===== config.mk =====
export PLATFORM = sky130hd
export DESIGN_NAME = gcd_arbiter
export DESIGN_NICKNAME = d
export VERILOG_FILES = /design/src/rtl/gcd_arbiter.sv
export SDC_FILE = /design/constraint.sdc
export NUM_CORES = 1
export LEC_CHECK = 0
export ABC_AREA = 1
export BUFFER_PORTS_ARGS = -buffer_cell sky130_fd_sc_hd__buf_2
export CORE_AREA = 2 2 157 159
export DETAILED_ROUTE_END_ITERATION = 12
export DIE_AREA = 0 0 159 161
export PLACE_DENSITY = 0.65
export SLEW_MARGIN = 30
export SYNTH_ARGS = -nofsm -noshare
export SYNTH_HDL_FRONTEND = slang
export SYNTH_SLANG_ARGS = --single-unit
export TNS_END_PERCENT = 5

===== constraint.sdc =====
create_clock -name clk -period 4.4 [get_ports clk]
set_input_delay 0.88 -clock clk [delete_from_list [all_inputs] [get_ports clk]]
set_output_delay 0.88 -clock clk [all_outputs]
set_load 0.01 [all_outputs]

===== src/rtl/gcd_arbiter.sv =====
// Round-robin front end that shares one multi-cycle GCD core among NUM_REQ requesters.
// Zero operands bypass the core entirely, and a core that overruns its cycle budget is aborted.
module gcd_arbiter #(
    parameter int NUM_REQ = 4,
    parameter int TIMEOUT = 1024,
    parameter int CW      = 11
) (
    input  logic                  clk,
    input  logic                  reset_n,
    input  logic [NUM_REQ-1:0]    req_valid,
    input  logic [32*NUM_REQ-1:0] req_a,
    input  logic [32*NUM_REQ-1:0] req_b,
    output logic [NUM_REQ-1:0]    req_ready,
    output logic [NUM_REQ-1:0]    rsp_valid,
    output logic [31:0]           rsp_result,
    output logic                  rsp_err,
    output logic                  core_clk_en,
    output logic                  core_reset,
    output logic                  core_start,
    output logic [31:0]           core_dataa,
    output logic [31:0]           core_datab,
    input  logic                  core_done,
    input  logic [31:0]           core_result
);
    localparam int IW = (NUM_REQ > 1) ? $clog2(NUM_REQ) : 1;
    localparam logic [CW-1:0] LAST_COUNT = CW'(TIMEOUT - 1);

    typedef enum logic [2:0] {IDLE, ISSUE, WAIT, ABORT, RESP} state_t;

    state_t        state;
    state_t        state_next;
    logic          running;
    logic [IW-1:0] last_grant;
    logic [IW-1:0] cur_grant;
    logic [IW-1:0] grant_idx;
    logic [IW-1:0] cand;
    int            rr_idx;
    logic          grant_found;
    logic          grant_ok;
    logic          zero_op;
    logic [31:0]   sel_a;
    logic [31:0]   sel_b;
    logic [31:0]   result;
    logic          err;
    logic [CW-1:0] counter;

    // Search upward from the requester after last_grant, wrapping, so the
    // most recently served requester always ends up with the lowest priority.
    always_comb begin
        grant_found = 1'b0;
        grant_idx   = '0;
        cand        = '0;
        rr_idx      = 0;
        for (int k = 1; k <= NUM_REQ; k++) begin
            rr_idx = int'(last_grant) + k;
            if (rr_idx >= NUM_REQ) begin
                rr_idx = rr_idx - NUM_REQ;
            end
            cand = IW'(rr_idx);
            if (!grant_found && req_valid[cand]) begin
                grant_found = 1'b1;
                grant_idx   = cand;
            end
        end
    end

    always_comb begin
        sel_a = '0;
        sel_b = '0;
        for (int i = 0; i < NUM_REQ; i++) begin
            if (grant_idx == IW'(i)) begin
                sel_a = req_a[32*i +: 32];
                sel_b = req_b[32*i +: 32];
            end
        end
    end

    // running stays low while reset is held, which keeps every grant quiet during reset.
    assign grant_ok    = running && (state == IDLE) && grant_found;
    assign zero_op     = (sel_a == 32'd0) || (sel_b == 32'd0);
    assign core_clk_en = running;

    always_comb begin
        req_ready = '0;
        if (grant_ok) begin
            req_ready[grant_idx] = 1'b1;
        end
    end

    always_comb begin
        rsp_valid  = '0;
        rsp_result = '0;
        rsp_err    = 1'b0;
        if (state == RESP) begin
            rsp_valid[cur_grant] = 1'b1;
            rsp_result           = result;
            rsp_err              = err;
        end
    end

    always_comb begin
        state_next = state;
        case (state)
            IDLE: begin
                if (grant_ok) begin
                    state_next = zero_op ? RESP : ISSUE;
                end
            end
            ISSUE: state_next = WAIT;
            WAIT: begin
                if (core_done) begin
                    state_next = RESP;
                end else if (counter == LAST_COUNT) begin
                    state_next = ABORT;
                end
            end
            ABORT:   state_next = RESP;
            RESP:    state_next = IDLE;
            default: state_next = IDLE;
        endcase
    end

    always_ff @(posedge clk or negedge reset_n) begin
        if (!reset_n) begin
            state <= IDLE;
        end else begin
            state <= state_next;
        end
    end

    // core_start and core_reset are registered, so each is raised on the edge
    // that enters ISSUE or ABORT and therefore lasts exactly that one state.
    always_ff @(posedge clk or negedge reset_n) begin
        if (!reset_n) begin
            running    <= 1'b0;
            last_grant <= IW'(NUM_REQ - 1);
            cur_grant  <= '0;
            result     <= '0;
            err        <= 1'b0;
            counter    <= '0;
            core_reset <= 1'b1;
            core_start <= 1'b0;
            core_dataa <= '0;
            core_datab <= '0;
        end else begin
            running    <= 1'b1;
            core_reset <= 1'b0;
            core_start <= 1'b0;
            case (state)
                IDLE: begin
                    if (grant_ok) begin
                        cur_grant  <= grant_idx;
                        last_grant <= grant_idx;
                        core_dataa <= sel_a;
                        core_datab <= sel_b;
                        if (zero_op) begin
                            result <= sel_a | sel_b;
                            err    <= 1'b0;
                        end else begin
                            core_start <= 1'b1;
                        end
                    end
                end
                ISSUE: begin
                    counter <= '0;
                end
                WAIT: begin
                    counter <= counter + CW'(1);
                    if (core_done) begin
                        result <= core_result;
                        err    <= 1'b0;
                    end else if (counter == LAST_COUNT) begin
                        core_reset <= 1'b1;
                    end
                end
                ABORT: begin
                    result <= '0;
                    err    <= 1'b1;
                end
                default: begin
                end
            endcase
        end
    end

endmodule


**Word level (Yosys, flattened, before mapping)**

Index checks and enable logic that the tools add are counted.
Widths: inputs -> output; s select.

- Register bits: 118
- Input bits: 295
- Output and inout bits: 108

- $add $sub $neg: 9
- Magnitude comparators: 12
- Equal/unequal tests: 12
- Multiplexer cells: 56
- Bitwise gates (word level): 1
- Reductions and logical operators: 20

Operators with widths:

| kind | count |
|---|---|
| $mux 32 | 12 |
| $pmux 32 s3 | 1 |
| $logic_not 32->1 | 2 |
| $or 32x32->32 | 1 |
| $pmux 11 s2 | 1 |
| $mux 1 | 20 |
| $lt 2x3->1 const B | 6 |
| $mux 2 | 8 |
| $mux 3 | 4 |
| $pmux 3 s4 | 1 |
| $add 11x1->11 const B | 1 |
| $eq 11x10->1 const B | 1 |
| $ge 3x3->1 const B | 3 |
| $bmux 1 s2 | 4 |
| $mux 4 | 2 |
| $sub 2x1->2 const B | 4 |
| $logic_and 1x1->1 | 7 |
| $add 2x2->3 const B | 2 |
| $eq 3x2->1 const B | 2 |
| $ne 2x2->1 const B | 3 |
| $add 2x3->4 const B | 1 |
| $demux 1 s2 | 2 |
| $eq 2x2->1 const B | 2 |
| $ge 2x1->1 const B | 2 |
| 15 further kinds | 18 |

**Longest topological paths before layout**

Gate-level depths: netlist (run 1).

- Depth in word-level cells: 25
- Mapped depth: 26

**Least setup slack after synthesis (run 1)**

OpenSTA, ideal clock, no wires.

- Path type: in2out
- From: in req_valid[2]
- To: out req_ready[2]
- Arrival: 2.238 ns
- Data required time: 3.520 ns
- Slack: 1.282 ns
- Stages on the path: 12
- Cell sequence: nand2_1 nand2_1 nand2_1 nand2_2 nor2_2 nand3_2 nand2_1 inv_1 nand2_1 clkbuf_1 clkbuf_1 nor2_1

- Word-level cells in the longest chain between the ends: 17
- Elaborated cells on any way between the ends: 29
- Those cells by class: order compare: 2; mux: 19; reduce/logical: 8

Ends and longest elaborated chain:

| what | line | RTL |
|---|---|---|
| start, declared | 10 | `input logic [NUM_REQ-1:0] req_valid,` |
| $bmux 1 s2 | 60 | `if (!grant_found && req_valid[cand]) begin` |
| $mux 1 (implied by the code) | 60 |  |
| $mux 1 | 60 |  |
| $logic_not 1->1 | 60 |  |
| $logic_and 1x1->1 | 60 |  |
| $mux 1 | 60 |  |
| $logic_not 1->1 | 60 |  |
| $logic_and 1x1->1 | 60 |  |
| $mux 1 | 60 |  |
| $logic_not 1->1 | 60 |  |
| $logic_and 1x1->1 | 60 |  |
| $mux 2 | 60 |  |
| $lt 2x3->1 (implied by the code) / $ge 2x1->1 (equally long branches) | 86 | `req_ready[grant_idx] = 1'b1;` |
| $logic_and 1x1->1 (implied by the code) | 86 |  |
| $mux 1 (implied by the code) | 86 |  |
| $demux 1 s2 | 86 |  |
| $mux 4 * | 85 | `if (grant_ok) begin` |
| end, declared | 13 | `output logic [NUM_REQ-1:0] req_ready,` |

Every way passes the cells marked *; elsewhere a longest branch is shown, timed or not. The select of a mux whose other input is x is not followed.

**Worst setup path in the final report (run 1)**

- From: reg last_grant[0]
- To: reg result[24]

- Word-level cells in the longest chain between the ends: 24
- Elaborated cells on any way between the ends: 61
- Those cells by class: add/sub: 8; order compare: 4; eq/ne: 5; mux: 31; bitwise: 1; reduce/logical: 12

Ends and longest elaborated chain:

| what | line | RTL |
|---|---|---|
| start, declared | 33 | `logic [IW-1:0] last_grant;` |
| start signal, assigned | 136 | `last_grant <= IW'(NUM_REQ - 1);` |
| start signal, assigned | 153 | `last_grant <= grant_idx;` |
| $add 2x1->3 | 55 | `rr_idx = int'(last_grant) + k;` |
| $ge 3x3->1 / $sub 2x1->2 (equally long branches) | 56, 57 |  |
| $mux 2 | 56 | `if (rr_idx >= NUM_REQ) begin` |
| $bmux 1 s2 | 60 |  |
| $mux 1 (implied by the code) | 60 |  |
| $mux 1 | 60 |  |
| $logic_not 1->1 | 60 |  |
| $logic_and 1x1->1 | 60 |  |
| (+5 left out) | - |  |
| $logic_and 1x1->1 | 60 |  |
| $mux 2 | 60 |  |
| $logic_not 2->1 | 71 | `if (grant_idx == IW'(i)) begin` |
| $mux 32 (4 in a row) | 71 |  |
| $logic_not 32->1 / $or 32x32->32 (equally long branches) | 80, 157 |  |
| $logic_or 1x1->1 / $mux 32 (equally long branches) | 80, 156 |  |
| $ne 2x2->1 (no source line) / $mux 32 (equally long branches) | - |  |
| $reduce_and 4->1 (no source line) / $pmux 32 s3 (equally long branches) | - |  |
| end signal, assigned | 157 | `result <= sel_a \| sel_b;` |
| end signal, assigned | 170 | `result <= core_result;` |
| end, declared | 43 | `logic [31:0] result;` |

Several ways; a longest one is shown, not always the timed one. The select of a mux whose other input is x is not followed.
A chain may end at the register's enable or synchronous reset.

==> results of run 1 <==
==> worst max path at each step <==
stage                              end  slack [ns]
after floorplan           req_ready[2]        1.28
after global placement      result[12]        0.26
after detailed placement     result[6]        0.16
after CTS                   result[24]        0.23
after global routing        result[26]       0.004
final                       result[24]        0.33
==> through the flow <==
step                      hold WS (ns)  total power, mW  instances  cell area, um^2  utilization
after CTS                       0.4742            12.60       1966            10990       0.4586
after detailed placement        0.4593            11.20       1934            10420       0.4348
after global placement          0.4605            11.06       1933            10390       0.4336
after floorplan                 0.4384            7.397       1242             7971            -
final                           0.4737            12.56       1968            11000       0.4591
after global routing            0.4933            13.63       1967            11000       0.4590
==> where the power goes <==
part           internal (mW)  total (mW)  switching [mW]
combinational           2.98        9.29            6.31
clock                  0.790        1.36           0.571
sequential              1.59        1.90           0.317
==> worst reg2reg max path: stages (launching register included) <==
cell and delay (ns):
dfstp_2 0.67, inv_2 0.16, nand2_1 0.08, nand2_1 0.10, nand2_1 0.13, nand2_2 0.08
nor2_2 0.12, nand3_1 0.10, nand3_2 0.10, buf_4 0.38, nor2_1 0.29, nand2_1 0.14
nand3_1 0.08, nor2_1 0.26, nand2_1 0.10, nor2_1 0.10, nand2_1 0.06, nor2_1 0.18
nand2_1 0.09, nand3_2 0.10, nand3_4 0.34, nand2_1 0.22, nand2_1 0.07
==> what timing repair did <==
action                                  CTS  global route
buffers inserted                          0             0
endpoints found under the setup margin    0            32
resized for setup                         0             2
==> sequential cells by signal, summed over array words and instances (netlist names) <==
register / cells
core_datab: 32
counter: 11
result: 32
cur_grant: 2
core_start: 1
err: 1
last_grant: 2
core_clk_en: 1
core_reset: 1
state: 3
core_dataa: 32
==> logic make-up after synthesis <==
logic type / count (synthesis)
other: 1
multiplexers: 1
AO/OA/AOI/OAI: 130
buffers and inverters: 209
flip-flops: 118
adder cells (fa/ha/maj): 1
AND/OR/NAND/NOR: 782
==> placed cells by master, fill, tap and decap left out, types with 2 or more instances in the layout <==
cell          n
a21o_1        9
a21oi_1      14
a22o_1       23
a22oi_1       2
a31o_2        2
buf_12        3
buf_2       401
buf_4        37
clkbuf_16    17
clkinv_2      2
clkinv_4      4
clkinvlp_4    2
dfrtp_1     115
dfstp_2       3
diode_2       2
inv_1       129
inv_2         5
inv_6         5
nand2_1     334
nand2_4       2
nand3_1     191
nand3_2       3
nand3_4       2
nand4_1      34
nor2_1      198
nor2_2        5
nor2_4        3
nor3_1        7
o21ai_0      78
==> routing by layer <==
layer | vias up | global-route usage
li1 | 4764 | -
met1 | 4595 | 0.3777
met2 | 406 | 0.4962
met3 | 56 | 0.06086
met4 | 2 | 0.09587
met5 | - | 0
==> layout make-up <==
| type | instances | area, um^2 | area share |
|---|---|---|---|
| multi-input combinational | 915 | 4175 | 0.3795 |
| sequential | 118 | 2957 | 0.2687 |
| timing repair buffer | 443 | 2386 | 0.2169 |
| inverter | 134 | 503.0 | 0.04572 |
| clock buffer | 17 | 425.4 | 0.03867 |
| tap | 324 | 405.4 | 0.03685 |
| clock inverter | 15 | 145.1 | 0.01319 |
| antenna | 2 | 5.005 | 0.0004549 |
==> Yosys cell counts, drive strengths merged <==
master  count  area share
a21o        9      0.0085
a21oi      15      0.0094
a22o       23       0.025
a22oi       2      0.0019
a31o        2      0.0022
and3        1     0.00079
buf        35       0.030
clkbuf     40       0.019
conb        1     0.00047
dfrtp     115        0.36
dfstp       3      0.0099
ha          1      0.0016
inv       134       0.063
mux2i       1      0.0013
nand2     337        0.16
nand3     196        0.13
nand4      34       0.027
nor2      206       0.098
nor3        7      0.0044
o21ai      78       0.049
o22ai       1     0.00079
or2         1     0.00079
==> metrics.cfg, run 1 <==
[route]
drc=0
wl_um=37690
met2_length_um=17960
via_per_inst=4.991
detail-route-antenna-nets=0
top_layer=met5
dr.pass1.iters=5
routedWlPerCell_um=19.15
met3_length_um=2529
drt_iter0_markers=756
num_vias=9823
wl_met1_um=16010

[critical_path]
worstReg2RegEnd=result[24]
cp_slowest_cell=dfstp_2
critPathMaxFanout=34
start_kind=flip-flop
path_buf_inv=2
crit_type=flip-flop to flip-flop
cp_top_family=simple AND/OR/NAND/NOR gates
crit_arrival_ns=4.37
worstPathCellList=inv_2 > nand2_1 > nand2_1 > nand2_1 > nand2_2 > nor2_2 > nand3_1 > nand3_2 > buf_4 > nor2_1 > nand2_1 > nand3_1 > nor2_1 > nand2_1 > nor2_1 > nand2_1 > nor2_1 > nand2_1 > nand3_2 > nand3_4 > nand2_1 > nand2_1
r2r_cells=22
worstReg2RegStart=last_grant[0]
cpPeakStageDelay_ns=0.67
worst_setup_path_end_kind=flip-flop
reg2reg_slack_ns=0.33
cp.required_ns=4.70
crit_start=last_grant[0]
crit_top_cell=nand2_1
crit_cells=22

[pwr]
peakVddDrop_v=0.0008262
power_leakage_nw=6.411
power.density_mw_per_mm2=1142

[worst_hold_path]
holdCritPathClass=flip-flop to flip-flop
min_from=result[6]
min_to=result[6]
min_path_cells=2

[floorplanning]
die_area_mm2=0.02560
io-pin-count=403
initial_core_util=0.3327
die_w_um=159
dieHeight_um=161
coreArea_mm2=0.02396
rows=57

[clocking]
cts_sinks=118
clk_latency_ns=0.42
clock-root-buffer=clkbuf_16
cts.clk_slew.worst_paths_ns=0.06
cts_buffers=17
cts_tree=built
clock_path_buffers=2
postCtsHoldBufs=0
htreeDepth=4

[placement]
dp_slack_ns=0.1559
gp_congestion=1.029
io_buffers=402
place_hpwl_um=30480

[cells_and_area]
fin_nets=1925
drive_gt1_frac=0.3063
fill_cells=2623
area_growth_syn_to_layout_pct=38.02

[logic_synthesis]
synth_simple_gate_area_frac=0.4174
syn_nets=1538
synth_compound_area_frac=0.09700
synth_xor_area_frac=0
ys_types=31
synth_seq_cells=118
yosys_warnings=0
synth_top_family_by_area=simple AND/OR/NAND/NOR gates
synth_cells=1242
synth_area_mm2=0.007971
yosysSeqAreaShare=0.3709
muxShareOfSynthArea=0.001256
syn_area_per_cell_um2=6.418
synth_fa_ha_area_frac=0.001570

[timing]
clock_skew_ns=0.01155
tightest_slew_ns=0.8727
setup_violations=0
maxSlewViolCount=0
fin_ws_ns=0.3303
max-slew-margin-rel=0.4182
period_minus_slack_ns=4.070
fmax_mhz=245.7
hold_viol=0
rsz0062_at_grt=false
timing.setup.tns_ns=0
finalCritPeriodShare=0.9249

[global_route]
grt_max_degree=116
grt_first_pass_wirelength_um=56500
antenna_found_initial=3
grt_usage=0.2939
grt_pass1_vias=9376
gr-total-overflow=0

[run]
maxCapViolCount=0

[outcome]
outcome=finished, final reports clean

Power figures use the tool's default switching activity.
==> run 2, diff against run 1 <==
--- a/config.mk
+++ b/config.mk
@@ -10,7 +10,7 @@
 export CORE_AREA = 2 2 157 159
 export DETAILED_ROUTE_END_ITERATION = 12
 export DIE_AREA = 0 0 159 161
-export PLACE_DENSITY = 0.65
+export PLACE_DENSITY = 0.59
 export SLEW_MARGIN = 30
 export SYNTH_ARGS = -nofsm -noshare
 export SYNTH_HDL_FRONTEND = slang
==> run 2 against run 1 <==
- first-iteration DRC count decreased by 1.1%
- maximum frequency increased by 1.7%
- setup slack improved by 0.068 ns
- global-route usage decreased by 0.43 points
- sequential cell count unchanged
- clock power increased by 4%
- routed wire length decreased by 0.83%
- highest routed layer unchanged
==> metrics.cfg, run 2 (synthesis results as in run 1) <==
[pwr]
total_power_mw=12.23  ; -2.7%
peakVddDrop_v=0.0006922  ; -16%
power_leakage_nw=6.348  ; -0.99%
power.density_mw_per_mm2=1117  ; -2.2%

[timing]
max-slew-margin-rel=0.4669  ; +0.04870
finalCritPeriodShare=0.9095  ; -0.01548
rsz0062_at_grt=false
clock_skew_ns=0.009341  ; -0.002206 ns
fmax_mhz=249.9  ; +1.7%
maxSlewViolCount=0  ; unchanged
timing.setup.tns_ns=0  ; unchanged
hold_viol=0  ; unchanged
tightest_slew_ns=0.7967  ; -0.07600 ns
period_minus_slack_ns=4.002  ; -0.06809 ns
setup_violations=0  ; unchanged

[clocking]
clock-root-buffer=clkbuf_16
cts.clk_slew.worst_paths_ns=0.06  ; about the same
clk_latency_ns=0.42  ; about the same
postCtsHoldBufs=0  ; unchanged
cts_tree=built
cts_sinks=118  ; unchanged
cts_buffers=17  ; unchanged
clock_path_buffers=2  ; unchanged
htreeDepth=4  ; unchanged

[route]
num_vias=9760  ; -0.64%
dr.pass1.iters=5  ; unchanged
drt_iter0_markers=748  ; -1.1%
drc=0  ; unchanged
detail-route-antenna-nets=0  ; unchanged
via_per_inst=4.985  ; -0.13%
wl_um=37380  ; -0.83%
routedWlPerCell_um=19.09  ; -0.33%

[floorplanning]
coreArea_mm2=0.02396  ; unchanged
die_w_um=159  ; unchanged
io-pin-count=403  ; unchanged
dieHeight_um=161  ; unchanged
rows=57  ; unchanged
die_area_mm2=0.02560  ; unchanged
initial_core_util=0.3327  ; unchanged

[run]
maxCapViolCount=0  ; unchanged

[placement]
io_buffers=402  ; unchanged
place_hpwl_um=30110  ; -1.2%
placed_area_mm2=0.01033  ; -0.89%
gp_congestion=0.9764  ; -5.1%

[critical_path]
start_kind=flip-flop
critPathMaxFanout=34  ; unchanged
worst_setup_path_end_kind=flip-flop
r2r_cells=22  ; unchanged
worstReg2RegEnd=result[0]
reg2reg_slack_ns=0.40  ; +0.07 ns
crit_arrival_ns=4.30  ; -0.07 ns
cp.required_ns=4.70  ; about the same
worstReg2RegStart=last_grant[0]
crit_type=flip-flop to flip-flop

[cells_and_area]
seq_area_mm2=0.002957  ; unchanged
drive_gt1_frac=0.3004  ; -0.005965
multi_input_area_mm2=0.004175  ; unchanged
finalInstanceArea_mm2=0.01095  ; -0.48%
final_common_cell=buf_2
largestRegisters=core_dataa x32, core_datab x32, result x32
area_growth_syn_to_layout_pct=37.36
fill_cells=2604  ; -0.72%
fin_nets=1911  ; -0.73%
final_cell_mix=buf_2, nand2_1, nor2_1, nand3_1, inv_1

[worst_hold_path]
min_from=counter[9]
holdCritPathClass=flip-flop to flip-flop
min_to=counter[9]
min_path_cells=1  ; -1

[global_route]
gr-total-overflow=0  ; unchanged
grt_first_pass_wirelength_um=56180  ; -0.56%
grt_usage=0.2895  ; -0.004321
grt_max_degree=116  ; unchanged
grt_pass1_vias=9579  ; +2.2%
antenna_found_initial=7  ; +4

[outcome]
outcome=finished, final reports clean

-- run 2: cell count changes in the layout (fill, tap and decap cells not counted), sizes merged --
cell / change
inv: -3
clkinvlp: +4
buf: -14
diode: +4
clkinv: -4
clkbuf: +2
bufinv: +1
-- run 2: final cells by class --
cell class                      count  area share
Sequential cell                   118      0.2700
Multi-Input combinational cell    915      0.3813
Clock buffer                       19     0.04137
Tap cell                          324     0.03702
Inverter                          134     0.04594
Timing Repair Buffer              429      0.2095
Antenna cell                        6    0.001371
Clock inverter                     13     0.01348
-- run 2: routing by layer --
layer / share of wire / up-vias / track usage
li1: - / 4736 / -
met1: 0.42 / 4495 / 0.3699
met2: 0.48 / 459 / 0.4840
met3: 0.069 / 68 / 0.05547
met4: 0.034 / 2 / 0.1182
met5: 0.00019 / - / 0
-- run 2: through the flow --
step	cells	util	hold slack [ns]	setup WS [ns]
2_1_floorplan	1242	-	0.4384	1.282
3_3_place_gp	1918	0.4289	0.4542	0.2574
3_5_place_dp	1920	0.4309	0.4604	0.2205
4_1_cts	1952	0.4560	0.4734	0.3468
5_1_grt	1958	0.4569	0.4990	0.01202
6_report	1958	0.4569	0.4706	0.3984
-- run 2: where the power goes --
group	total, mW	switching, mW	internal, mW
Sequential	1.89	0.306	1.59
Clock	1.41	0.544	0.870
Combinational	8.92	6.19	2.73
Total	12.2	7.04	5.18
-- run 2: how the worst max path moves through the flow --
stage                     cells past startpoint            to          start  slack, ns
after CTS                                    22    result[25]  last_grant[0]       0.35
after global routing                         22    result[11]  last_grant[0]       0.01
after global placement                       23    result[15]   req_valid[2]       0.26
after floorplan                              12  req_ready[2]   req_valid[2]       1.28
final                                        22     result[0]  last_grant[0]       0.40
after detailed placement                     23    result[25]   req_valid[2]       0.22
-- run 2: critical path, stage by stage, from the launching register on --
cell     delay, ns
dfstp_2       0.67
inv_2         0.16
nand2_1       0.08
nand2_1       0.11
nand2_1       0.09
nand2_1       0.10
nand3_1       0.12
nand3_2       0.14
buf_12        0.22
nand2_4       0.19
buf_12        0.22
buf_4         0.15
nor2_1        0.04
nor2_1        0.33
nand2_1       0.11
nor2_1        0.10
nand2_1       0.10
nor2_1        0.12
nand2_1       0.07
nand3_2       0.10
nand3_4       0.36
nand2_1       0.20
nand2_1       0.06
-- run 2: repair_timing --
item	4_1_cts	5_1_grt
setup endpoints to repair	0	13
resized for setup	0	2
setup buffers	0	0
